--- config.mk ---
export PLATFORM = sky130hd
export DESIGN_NAME = fifo_sync_param_flat
export DESIGN_NICKNAME = d
export VERILOG_FILES = /design/src/rtl/fifo_pkg.sv /design/src/rtl/fifo_sync_param_if.sv /design/src/rtl/fifo_sync_param_ram.sv /design/src/rtl/fifo_sync_param.sv /design/src/flat_wrapper.sv
export SDC_FILE = /design/constraint.sdc
export NUM_CORES = 1
export LEC_CHECK = 0
export CORE_MARGIN = 2
export CORE_UTILIZATION = 51
export DETAILED_ROUTE_END_ITERATION = 8
export PLACE_DENSITY = 0.74
export SYNTH_ARGS = -nofsm -noshare
export SYNTH_HDL_FRONTEND = slang
export SYNTH_SLANG_ARGS = --single-unit
export TNS_END_PERCENT = 100
--- constraint.sdc ---
create_clock -name clk -period 2.9 [get_ports clk]
set_clock_uncertainty 0.2 [all_clocks]
set_input_delay 0.29 -clock clk [delete_from_list [all_inputs] [get_ports clk]]
set_output_delay 0.29 -clock clk [all_outputs]
set_load 0.03 [all_outputs]
--- src/rtl/fifo_pkg.sv ---
// Shared types, defaults and helpers for the parametrised sync FIFO.
// Imported by the interface, the RAM and the FIFO control block.
package fifo_pkg;

  localparam int DEF_WIDTH    = 8;
  localparam int DEF_DEPTH    = 8;
  localparam int DEF_AF_LEVEL = 6;
  localparam int DEF_AE_LEVEL = 2;

  // Address width that never collapses to zero bits.
  function automatic int clog2_safe(input int n);
    return (n <= 2) ? 1 : $clog2(n);
  endfunction

  typedef struct packed {
    logic full;
    logic empty;
    logic almost_full;
    logic almost_empty;
    logic overflow;
    logic underflow;
  } fifo_status_t;

endpackage

--- src/rtl/fifo_sync_param_if.sv ---
// FIFO bus: write data/strobes in, registered read data and status out.
// master = producer/consumer side, slave = the FIFO itself.
interface fifo_sync_param_if
  import fifo_pkg::*;
#(
  parameter int WIDTH = DEF_WIDTH,
  parameter int DEPTH = DEF_DEPTH
);

  localparam int CW = $clog2(DEPTH) + 1;

  logic [WIDTH-1:0] in;
  logic             we;
  logic             re;
  logic [WIDTH-1:0] out;
  logic             out_valid;
  logic             full;
  logic             empty;
  logic             almost_full;
  logic             almost_empty;
  logic [CW-1:0]    count;
  logic             overflow;
  logic             underflow;

  modport master (
    output in, we, re,
    input  out, out_valid,
    input  full, empty,
    input  almost_full, almost_empty,
    input  count,
    input  overflow, underflow
  );

  modport slave (
    input  in, we, re,
    output out, out_valid,
    output full, empty,
    output almost_full, almost_empty,
    output count,
    output overflow, underflow
  );

endinterface

--- src/rtl/fifo_sync_param_ram.sv ---
// Storage for the FIFO: one write port, one synchronous read port.
// No reset; contents are only meaningful where control says so.
module fifo_ram
  import fifo_pkg::*;
#(
  parameter  int WIDTH = DEF_WIDTH,
  parameter  int DEPTH = DEF_DEPTH,
  localparam int AW    = clog2_safe(DEPTH)
) (
  input  logic             clk,
  input  logic             we,
  input  logic [AW-1:0]    waddr,
  input  logic [WIDTH-1:0] wdata,
  input  logic             re,
  input  logic [AW-1:0]    raddr,
  output logic [WIDTH-1:0] rdata
);

  logic [WIDTH-1:0] mem [DEPTH];

  always_ff @(posedge clk) begin
    if (we) mem[waddr] <= wdata;
    if (re) rdata <= mem[raddr];
  end

endmodule

--- src/rtl/fifo_sync_param.sv ---
// Parametrised single-clock FIFO: count-based full/empty, thresholds,
// 1-cycle registered read with valid strobe, sticky over/underflow.
// Ports: clk, rst (sync, active-high), bus (fifo_sync_param_if.slave).
module fifo_sync_param
  import fifo_pkg::*;
#(
  parameter int WIDTH    = DEF_WIDTH,
  parameter int DEPTH    = DEF_DEPTH,
  parameter int AF_LEVEL = DEF_AF_LEVEL,
  parameter int AE_LEVEL = DEF_AE_LEVEL
) (
  input logic               clk,
  input logic               rst,
  fifo_sync_param_if.slave  bus
);

  localparam int PW = clog2_safe(DEPTH);
  localparam int CW = $clog2(DEPTH) + 1;

  if ((DEPTH < 2) || ((DEPTH & (DEPTH - 1)) != 0)) begin : g_bad_depth
    $error("fifo_sync_param: DEPTH must be a power of two >= 2");
  end
  if ((AF_LEVEL < 1) || (AF_LEVEL > DEPTH)) begin : g_bad_af
    $error("fifo_sync_param: AF_LEVEL out of range 1..DEPTH");
  end
  if ((AE_LEVEL < 0) || (AE_LEVEL > DEPTH - 1)) begin : g_bad_ae
    $error("fifo_sync_param: AE_LEVEL out of range 0..DEPTH-1");
  end

  logic [PW-1:0]    head;
  logic [PW-1:0]    tail;
  logic [CW-1:0]    count_q;
  logic             ovf_q;
  logic             unf_q;
  logic             vld_q;
  logic [WIDTH-1:0] hold_q;
  logic [WIDTH-1:0] rdata;
  logic             wr_ok;
  logic             rd_ok;
  fifo_status_t     st;

  always_comb begin
    st              = '0;
    st.full         = (count_q == CW'(DEPTH));
    st.empty        = (count_q == '0);
    st.almost_full  = (count_q >= CW'(AF_LEVEL));
    st.almost_empty = (count_q <= CW'(AE_LEVEL));
    st.overflow     = ovf_q;
    st.underflow    = unf_q;
  end

  // Reset blocks both ports, including the RAM write.
  assign wr_ok = bus.we & ~st.full & ~rst;
  assign rd_ok = bus.re & ~st.empty & ~rst;

  fifo_ram #(
    .WIDTH (WIDTH),
    .DEPTH (DEPTH)
  ) u_ram (
    .clk   (clk),
    .we    (wr_ok),
    .waddr (head),
    .wdata (bus.in),
    .re    (rd_ok),
    .raddr (tail),
    .rdata (rdata)
  );

  always_ff @(posedge clk) begin
    if (rst) begin
      head    <= '0;
      tail    <= '0;
      count_q <= '0;
      ovf_q   <= 1'b0;
      unf_q   <= 1'b0;
      vld_q   <= 1'b0;
      hold_q  <= '0;
    end else begin
      if (wr_ok) head <= head + 1'b1;
      if (rd_ok) tail <= tail + 1'b1;
      case ({wr_ok, rd_ok})
        2'b10:   count_q <= count_q + 1'b1;
        2'b01:   count_q <= count_q - 1'b1;
        default: count_q <= count_q;
      endcase
      ovf_q <= ovf_q | (bus.we & st.full);
      unf_q <= unf_q | (bus.re & st.empty);
      vld_q <= rd_ok;
      // Capture the word just presented so out holds it afterwards.
      if (vld_q) hold_q <= rdata;
    end
  end

  // RAM output is live only in the valid cycle; hold_q covers the
  // rest, and gives out=0 after reset since the RAM is not reset.
  assign bus.out          = vld_q ? rdata : hold_q;
  assign bus.out_valid    = vld_q;
  assign bus.full         = st.full;
  assign bus.empty        = st.empty;
  assign bus.almost_full  = st.almost_full;
  assign bus.almost_empty = st.almost_empty;
  assign bus.count        = count_q;
  assign bus.overflow     = st.overflow;
  assign bus.underflow    = st.underflow;

endmodule

--- src/flat_wrapper.sv ---
// flat-port wrapper written by rule: the top's interface ports become plain ports
module fifo_sync_param_flat import fifo_pkg::*;
#(
  parameter int WIDTH    = DEF_WIDTH,
  parameter int DEPTH    = DEF_DEPTH,
  parameter int AF_LEVEL = DEF_AF_LEVEL,
  parameter int AE_LEVEL = DEF_AE_LEVEL
)
  (clk, rst, bus_in, bus_we, bus_re, bus_out, bus_out_valid, bus_full, bus_empty, bus_almost_full, bus_almost_empty, bus_count, bus_overflow, bus_underflow);
  fifo_sync_param_if #(.WIDTH(WIDTH), .DEPTH(DEPTH)) bus_i ();
  input logic clk;
  input logic rst;
  input wire logic [$bits(bus_i.in)-1:0] bus_in;
  input wire logic [$bits(bus_i.we)-1:0] bus_we;
  input wire logic [$bits(bus_i.re)-1:0] bus_re;
  output wire logic [$bits(bus_i.out)-1:0] bus_out;
  output wire logic [$bits(bus_i.out_valid)-1:0] bus_out_valid;
  output wire logic [$bits(bus_i.full)-1:0] bus_full;
  output wire logic [$bits(bus_i.empty)-1:0] bus_empty;
  output wire logic [$bits(bus_i.almost_full)-1:0] bus_almost_full;
  output wire logic [$bits(bus_i.almost_empty)-1:0] bus_almost_empty;
  output wire logic [$bits(bus_i.count)-1:0] bus_count;
  output wire logic [$bits(bus_i.overflow)-1:0] bus_overflow;
  output wire logic [$bits(bus_i.underflow)-1:0] bus_underflow;
  assign bus_i.in = bus_in;
  assign bus_i.we = bus_we;
  assign bus_i.re = bus_re;
  assign bus_out = bus_i.out;
  assign bus_out_valid = bus_i.out_valid;
  assign bus_full = bus_i.full;
  assign bus_empty = bus_i.empty;
  assign bus_almost_full = bus_i.almost_full;
  assign bus_almost_empty = bus_i.almost_empty;
  assign bus_count = bus_i.count;
  assign bus_overflow = bus_i.overflow;
  assign bus_underflow = bus_i.underflow;
  fifo_sync_param #(.WIDTH(WIDTH), .DEPTH(DEPTH), .AF_LEVEL(AF_LEVEL), .AE_LEVEL(AE_LEVEL)) u_core (.clk(clk), .rst(rst), .bus(bus_i));
endmodule
==> summary.txt, run 1 <==
Status
  • Outcome: finished clean

Synth
  • Most area-consuming cells after synthesis: edfxtp_1 (59%), dfxtp_1 (11%), mux4_2 (9.8%)
  • Most area-hungry cell type in the Yosys netlist: edfxtp_1
  • Top FF cell, synth: edfxtp_1
  • Number of storage elements in the synthesis netlist: 93
  • Mapped Cells: 210
  • Syn avg cell area: 17.47 um^2
  • Part of the Yosys area used for sequential elements: 70.40%
  • Number of synthesized flops with an enable pin: 72
  • Commonest cells in the netlist: edfxtp_1 (72), dfxtp_1 (21), mux2_2 (17), nor2_1 (17), mux4_2 (16)
  • Unique masters post-synth: 31
  • Library cell with the highest instance count after synthesis: edfxtp_1
  • Share of the synthesized area in the top cell type: 58.94%
  • Asr flop ratio synth: 0%
  • Net Count, Synth: 227
  • Synthesized area: 0.003669 mm^2
  • Count of yosys warnings during synthesis: 0

Worst hold path
  • Tightest Hold Check Type: flip-flop to flip-flop
  • Worst Hold Endpoint: u_core.bus.underflow
  • Number of stages on the worst hold path: 2
  • Origin of the worst min-delay path: u_core.bus.underflow

Clock network
  • Cts hold-fix bufs: 0
  • CTS Buffer Depth: 2
  • Clock slew seen by the registers of the worst setup and hold paths: 0.09 ns
  • CTS HTree Levels: 3
  • # Post-CTS Setup Buffers: 0
  • Clock tree from TritonCTS: done
  • Post-CTS Resized: 0
  • TritonCTS Sinks: 93
  • Clk root buf: clkbuf_8
  • Total CTS buffers: 9
  • Clock insertion delay at the later pin of the skew report: 0.35 ns

Detailed routing
  • Count of routing violations after the opening detailed-route iteration: 121
  • Routed wire length per instance: 17.64 um
  • Detailed-route wire length on metal 1: 2968 um
  • Aggregate routed wire length: 6261 um
  • Via-to-Cell Ratio: 5.324
  • Max Used Layer: met4
  • Via count: 1890
  • Pre-antenna DRT Iters: 4
  • Metal3 WL: 151 um
  • Post-route DRC: 0
  • Number of routed nets with antenna violations: 0
  • Met2 wire len: 2974 um

Critical path
  • Number of cells traversed by the worst register-to-register path: 9
  • CP max-delay cell: o41ai_4
  • Crit path buf inv count: 0
  • Kind of cell adding the most delay to the critical path: compound AO/OA/AOI/OAI gates
  • Nature of the critical path endpoint: flip-flop
  • Element type at the critical path start: flip-flop
  • Worst EP required: 2.99 ns
  • Crit-path cells: o41ai_4, nor2_1, ha_1, xor2_1, ha_1, a21oi_1, xor2_1, or3_1, a21oi_1
  • Worst R2R Start: u_core.bus.count[0]
  • Arrival time of data at the critical path endpoint: 2.70 ns
  • Biggest cell delay along the critical path: 0.50 ns
  • Worst flop-to-flop path endpoint: u_core.bus.count[2]
  • Worst setup slack for register-to-register paths: 0.28 ns
  • Worst Path Class, Setup: flip-flop to flip-flop
  • Highest fanout seen on the critical path: 9

Timing
  • Relative slew margins: 65.90%
  • Transition time of the tightest slew-check pin: 0.5108 ns
  • Final Hold Vio Count: 0
  • Clock period minus worst slack: 2.617 ns
  • Share of the cycle needed by the critical path after routing: 90.25%
  • Final setup viols: 0
  • Accumulated negative setup slack: 0 ns
  • Achievable clock frequency: 0.3821 GHz
  • Max Transition Viols Final: 0
  • RSZ-0062 raised after global routing: false

Pwr
  • Leak pwr: 1.481 nW
  • Pwr per Cell Area: 664.1 mW/mm^2
  • Worst ir drop on vdd: 0.2679 mV

Placement
  • Count of buffers inserted at the top-level ports: 30
  • Final HPWL from detailed placement: 3909 um
  • Post-place instance area: 0.004172 mm^2
  • Placer Congestion: 0.7423
  • Placed Cells: 339

Global routing
  • Initial antenna violation count: 0
  • Number of global-route vias before repair: 1806
  • First-pass GRT wire length: 9508 um
  • Overall fraction of global-route tracks in use: 17.42%
  • Final global-route overflow total: 0
  • Pin count of the biggest net entering global routing: 23

Floorplanning
  • Initial core utilization: 53.41%
  • Number of placement rows: 30
  • Total Die Area: 0.007887 mm^2
  • Core Footprint: 0.006869 mm^2
  • I/O pins: 31
  • Chip height: 88.81 um
  • Die W: 88.81 um

Cells and area
  • P&R area growth vs syn: 19.71%
  • Area of all placed cells without fillers: 0.004392 mm^2
  • Count of non-filler cells in the finished layout: 355
  • Diodes inserted: 0
  • Post-Route Utilization: 63.93%
  • Multi-input logic area: 0.001051 mm^2
  • Storage cell area: 0.002587 mm^2
  • Share of cells above drive strength 1: 26.64%
  • Count of filler cells inserted in the layout: 503
  • Net count reported at finish: 271

Job
  • Max-capacitance violation count: 0
==> per-stage QoR <==
stage	power (W)	setup WS, ns	hold slack, ns
after global placement	0.001999	0.1558	0.2511
final	0.002916	0.2829	0.2699
after CTS	0.002942	0.2705	0.2770
after floorplan	0.001861	0.001193	0.1616
after detailed placement	0.002011	0.09336	0.2564
after global routing	0.003034	0.1622	0.3014
==> worst max path at each step <==
stage	start	endpoint	slack, ns	depth (start not counted)
floorplan	u_core.bus.count[2]	u_core.bus.count[3]	0.001	8
global placement	bus_we	u_core.bus.count[2]	0.16	9
detailed placement	bus_we	u_core.bus.count[2]	0.09	9
CTS	u_core.bus.count[0]	u_core.bus.count[2]	0.27	9
global route	u_core.bus.count[0]	u_core.bus.count[2]	0.16	9
finish	u_core.bus.count[0]	u_core.bus.count[2]	0.28	9
==> placed cells by master, fill, tap and decap left out, drive strengths merged, types with 2 or more instances in the layout <==
cell type,instances
nor3,4
buf,14
clkdlybuf4s50,30
or3,2
dfxtp,21
mux2,17
edfxtp,72
xnor2,2
clkbuf,10
nor4,2
nor2b,13
ha,5
bufinv,2
xor2,5
clkinvlp,2
a21oi,5
inv,4
mux2i,3
mux4,16
nand2b,2
nor2,17
==> report_power, final <==
part           leakage, nW  switching [W]  internal (W)
logic                0.555       0.000220      0.000225
registers            0.823      0.0000426       0.00149
clock network        0.104       0.000449      0.000492
==> layer usage <==
| metal | vias up | global-route usage (%) |
|---|---|---|
| met2 | 39 | 27.20 |
| met1 | 946 | 23.17 |
| li1 | 894 | - |
| met3 | 11 | 2.799 |
| met5 | - | 0 |
| met4 | 0 | 10.33 |
==> worst reg2reg max path, delay by kind of cell (launching register included) <==
kind            cells  cell delay, ns
compound gates      3            0.78
fa+ha+maj           2            0.46
simple gates        2            0.45
flops               1            0.40
xor+xnor            2            0.26
==> registers in the layout, indices dropped and copies added, names as in the netlist <==
| register | count |
|---|---|
| u_core.tail | 3 |
| u_core.bus.count | 4 |
| u_core.head | 3 |
| u_core.bus.overflow | 1 |
| u_core.u_ram.mem | 64 |
| u_core.bus.underflow | 1 |
| u_core.bus.out_valid | 1 |
| u_core.u_ram.rdata | 8 |
| u_core.hold_q | 8 |
==> layout make-up <==
class | count | area share [%]
sequential | 93 | 58.92
inverter | 2 | 0.1709
timing repair buffer | 44 | 9.231
clock inverter | 6 | 2.108
clock buffer | 10 | 2.906
tap | 96 | 2.735
multi-input combinational | 104 | 23.93
==> cells by family after synthesis <==
group	count (synthesis)	share of synthesized area, %
flops	93	70.40
simple gates	45	6.787
mux	36	15.86
buf+inv	13	1.501
compound gates	11	2.081
xor+xnor	7	1.671
fa+ha+maj	5	1.705
No activity file was read; power rests on OpenSTA's default activity.
==> run 2, diff against run 1 <==
- SKIP_LAST_GASP: not set -> 1
==> results of run 2 <==
Same layout as run 1: the final DEF is identical, and so are final timing and power.
==> run 3, diff against run 2 <==
- PLACE_DENSITY: 0.74 -> 0.71
==> summary.txt, run 3 (synthesized netlist as in run 1, its figures left out) <==
Placement
  • Final HPWL from detailed placement: 3713 um (-5.0%)
  • Placed Cells: 339 (unchanged)
  • Placer Congestion: 0.7156 (-3.6%)
  • Count of buffers inserted at the top-level ports: 30 (unchanged)

Pwr
  • Leak pwr: 1.470 nW (-0.79%)
  • Pwr per Cell Area: 640.2 mW/mm^2 (-3.6%)
  • Worst ir drop on vdd: 0.2806 mV (+4.8%)

Timing
  • Share of the cycle needed by the critical path after routing: 89.04% (-1.2 points)
  • Max Transition Viols Final: 0 (unchanged)
  • Final Hold Vio Count: 0 (unchanged)
  • Final setup viols: 0 (unchanged)
  • Achievable clock frequency: 0.3873 GHz (+1.4%)
  • Relative slew margins: 65.88% (about the same)
  • Accumulated negative setup slack: 0 ns (unchanged)
  • Transition time of the tightest slew-check pin: 0.5111 ns (+0.0003799 ns)
  • RSZ-0062 raised after global routing: false
  • Clock period minus worst slack: 2.582 ns (-0.03503 ns)

Cells and area
  • Count of filler cells inserted in the layout: 498 (-0.99%)
  • Net count reported at finish: 271 (unchanged)
  • Count of non-filler cells in the finished layout: 355 (unchanged)
  • P&R area growth vs syn: 18.89%
  • Most common cell after layout, fill and taps aside: edfxtp_1
  • Largest registers: u_core.u_ram.mem x64, u_core.hold_q x8, u_core.u_ram.rdata x8
  • Diodes inserted: 0 (unchanged)
  • Share of cells above drive strength 1: 27.03% (+0.39 points)
  • Post-Route Utilization: 63.50% (-0.44 points)
  • Most used cells in the layout excluding fill and tap cells: edfxtp_1 (72), clkdlybuf4s50_1 (30), nor2_1 (17), mux2_2 (17), dfxtp_1 (17)
  • Flip-flop count of the largest register, all copies and words added: 64 (unchanged)
  • Top register by number of flip-flops: u_core.u_ram.mem

Clock network
  • Clk root buf: clkbuf_8
  • CTS Buffer Depth: 2 (unchanged)
  • Post-CTS Resized: 0 (unchanged)
  • TritonCTS Sinks: 93 (unchanged)
  • Total CTS buffers: 9 (unchanged)
  • Clock insertion delay at the later pin of the skew report: 0.36 ns (about the same)
  • Cts hold-fix bufs: 0 (unchanged)
  • Clock tree from TritonCTS: done
  • CTS HTree Levels: 3 (unchanged)
  • Clock slew seen by the registers of the worst setup and hold paths: 0.10 ns (about the same)
  • # Post-CTS Setup Buffers: 0 (unchanged)

Global routing
  • Number of global-route vias before repair: 1766 (-2.2%)
  • Final global-route overflow total: 0 (unchanged)
  • First-pass GRT wire length: 9591 um (+0.87%)
  • Pin count of the biggest net entering global routing: 23 (unchanged)
  • Initial antenna violation count: 0 (unchanged)
  • Overall fraction of global-route tracks in use: 17.36% (-0.057 points)

Detailed routing
  • Pre-antenna DRT Iters: 6 (+2)
  • Post-route DRC: 0 (unchanged)
  • Via count: 1881 (-0.48%)
  • Aggregate routed wire length: 6046 um (-3.4%)
  • Number of routed nets with antenna violations: 0 (unchanged)
  • Routed wire length per instance: 17.03 um (-3.4%)
  • Count of routing violations after the opening detailed-route iteration: 148 (+22%)
  • Via-to-Cell Ratio: 5.299 (-0.48%)

Critical path
  • Crit-path cells: nor4b_4, or3b_1, ha_1, xor2_1, ha_1, a21oi_1, xor2_1, or3_1, a21oi_1
  • Kind of cell adding the most delay to the critical path: simple AND/OR/NAND/NOR gates
  • Worst setup slack for register-to-register paths: 0.32 ns (+0.04 ns)
  • Highest fanout seen on the critical path: 11 (+2)
  • Element type at the critical path start: flip-flop
  • Worst flop-to-flop path endpoint: u_core.bus.count[2]
  • Biggest cell delay along the critical path: 0.49 ns (about the same)
  • Crit path buf inv count: 0 (unchanged)
  • CP max-delay cell: dfxtp_2
  • Worst R2R Start: u_core.bus.count[2]
  • Number of cells traversed by the worst register-to-register path: 9 (unchanged)
  • Critical path origin: u_core.bus.count[2]
  • Worst Path Class, Setup: flip-flop to flip-flop
  • Arrival time of data at the critical path endpoint: 2.68 ns (-0.02 ns)
  • Critical path depth: 9 (unchanged)
  • Nature of the critical path endpoint: flip-flop
  • Capturing element of the worst setup path: u_core.bus.count[2]
  • Worst EP required: 3.00 ns (about the same)

Status
  • Outcome: finished clean

Floorplanning
  • Number of placement rows: 30 (unchanged)
  • Core Footprint: 0.006869 mm^2 (unchanged)
  • I/O pins: 31 (unchanged)
  • Chip height: 88.81 um (unchanged)
  • Die W: 88.81 um (unchanged)
  • Total Die Area: 0.007887 mm^2 (unchanged)
  • Initial core utilization: 53.41% (unchanged)

Worst hold path
  • Tightest Hold Check Type: flip-flop to flip-flop

Job
  • Max-capacitance violation count: 0 (unchanged)
[run 3: cell count changes in the layout (fill, tap and decap cells not counted), sizes merged]
cell,change
inv,+2
bufinv,-2
[run 3: layout make-up]
class / count / area, um^2 / share of cell area [%]
Clock buffer: 10 / 137.6 / 3.155
Clock inverter: 6 / 52.55 / 1.205
Inverter: 2 / 7.507 / 0.1721
Multi-Input combinational cell: 104 / 1051 / 24.10
Sequential cell: 93 / 2587 / 59.32
Tap cell: 96 / 120.1 / 2.754
Timing Repair Buffer: 44 / 405.4 / 9.294
[run 3: worst register-to-register path: stages (launching register included)]
cell and delay (ns):
dfxtp_2 0.49, nor4b_4 0.10, or3b_1 0.43, ha_1 0.28
xor2_1 0.16, ha_1 0.18, a21oi_1 0.14, xor2_1 0.09
or3_1 0.30, a21oi_1 0.13
[run 3: worst min path at each step]
stage / depth (start not counted) / slack (ns) / start / endpoint
after floorplan: 1 / 0.16 / rst / u_core.hold_q[7]
after global placement: 2 / 0.25 / u_core.bus.underflow / u_core.bus.underflow
after detailed placement: 2 / 0.26 / u_core.bus.overflow / u_core.bus.overflow
after CTS: 2 / 0.28 / u_core.bus.overflow / u_core.bus.overflow
after global routing: 2 / 0.32 / u_core.bus.overflow / u_core.bus.overflow
final: 2 / 0.28 / u_core.bus.overflow / u_core.bus.overflow
[run 3: per-layer routing]
metal | track usage (%) | vias to the layer above | wire length [um]
li1 | - | 895 | -
met1 | 22.68 | 926 | 2633
met2 | 28.15 | 50 | 3048
met3 | 3.358 | 10 | 266
met4 | 8.264 | 0 | 96
met5 | 0 | - | 0
[run 3: stage by stage]
step / hold slack, ns / setup WS (ns) / cell area [um^2] / total power, W
CTS: 0.2846 / 0.3127 / 4362 / 0.002827
detailed placement: 0.2608 / 0.1325 / 4172 / 0.002007
floorplan: 0.1616 / 0.001193 / 3699 / 0.001861
global route: 0.3212 / 0.1234 / 4362 / 0.002916
finish: 0.2821 / 0.3179 / 4362 / 0.002793
global placement: 0.2509 / 0.1444 / 4172 / 0.002001
[run 3: power by group]
group	switching [W]	internal, W
logic	0.000216	0.000225
clock network	0.000472	0.000350
registers	0.0000425	0.00149
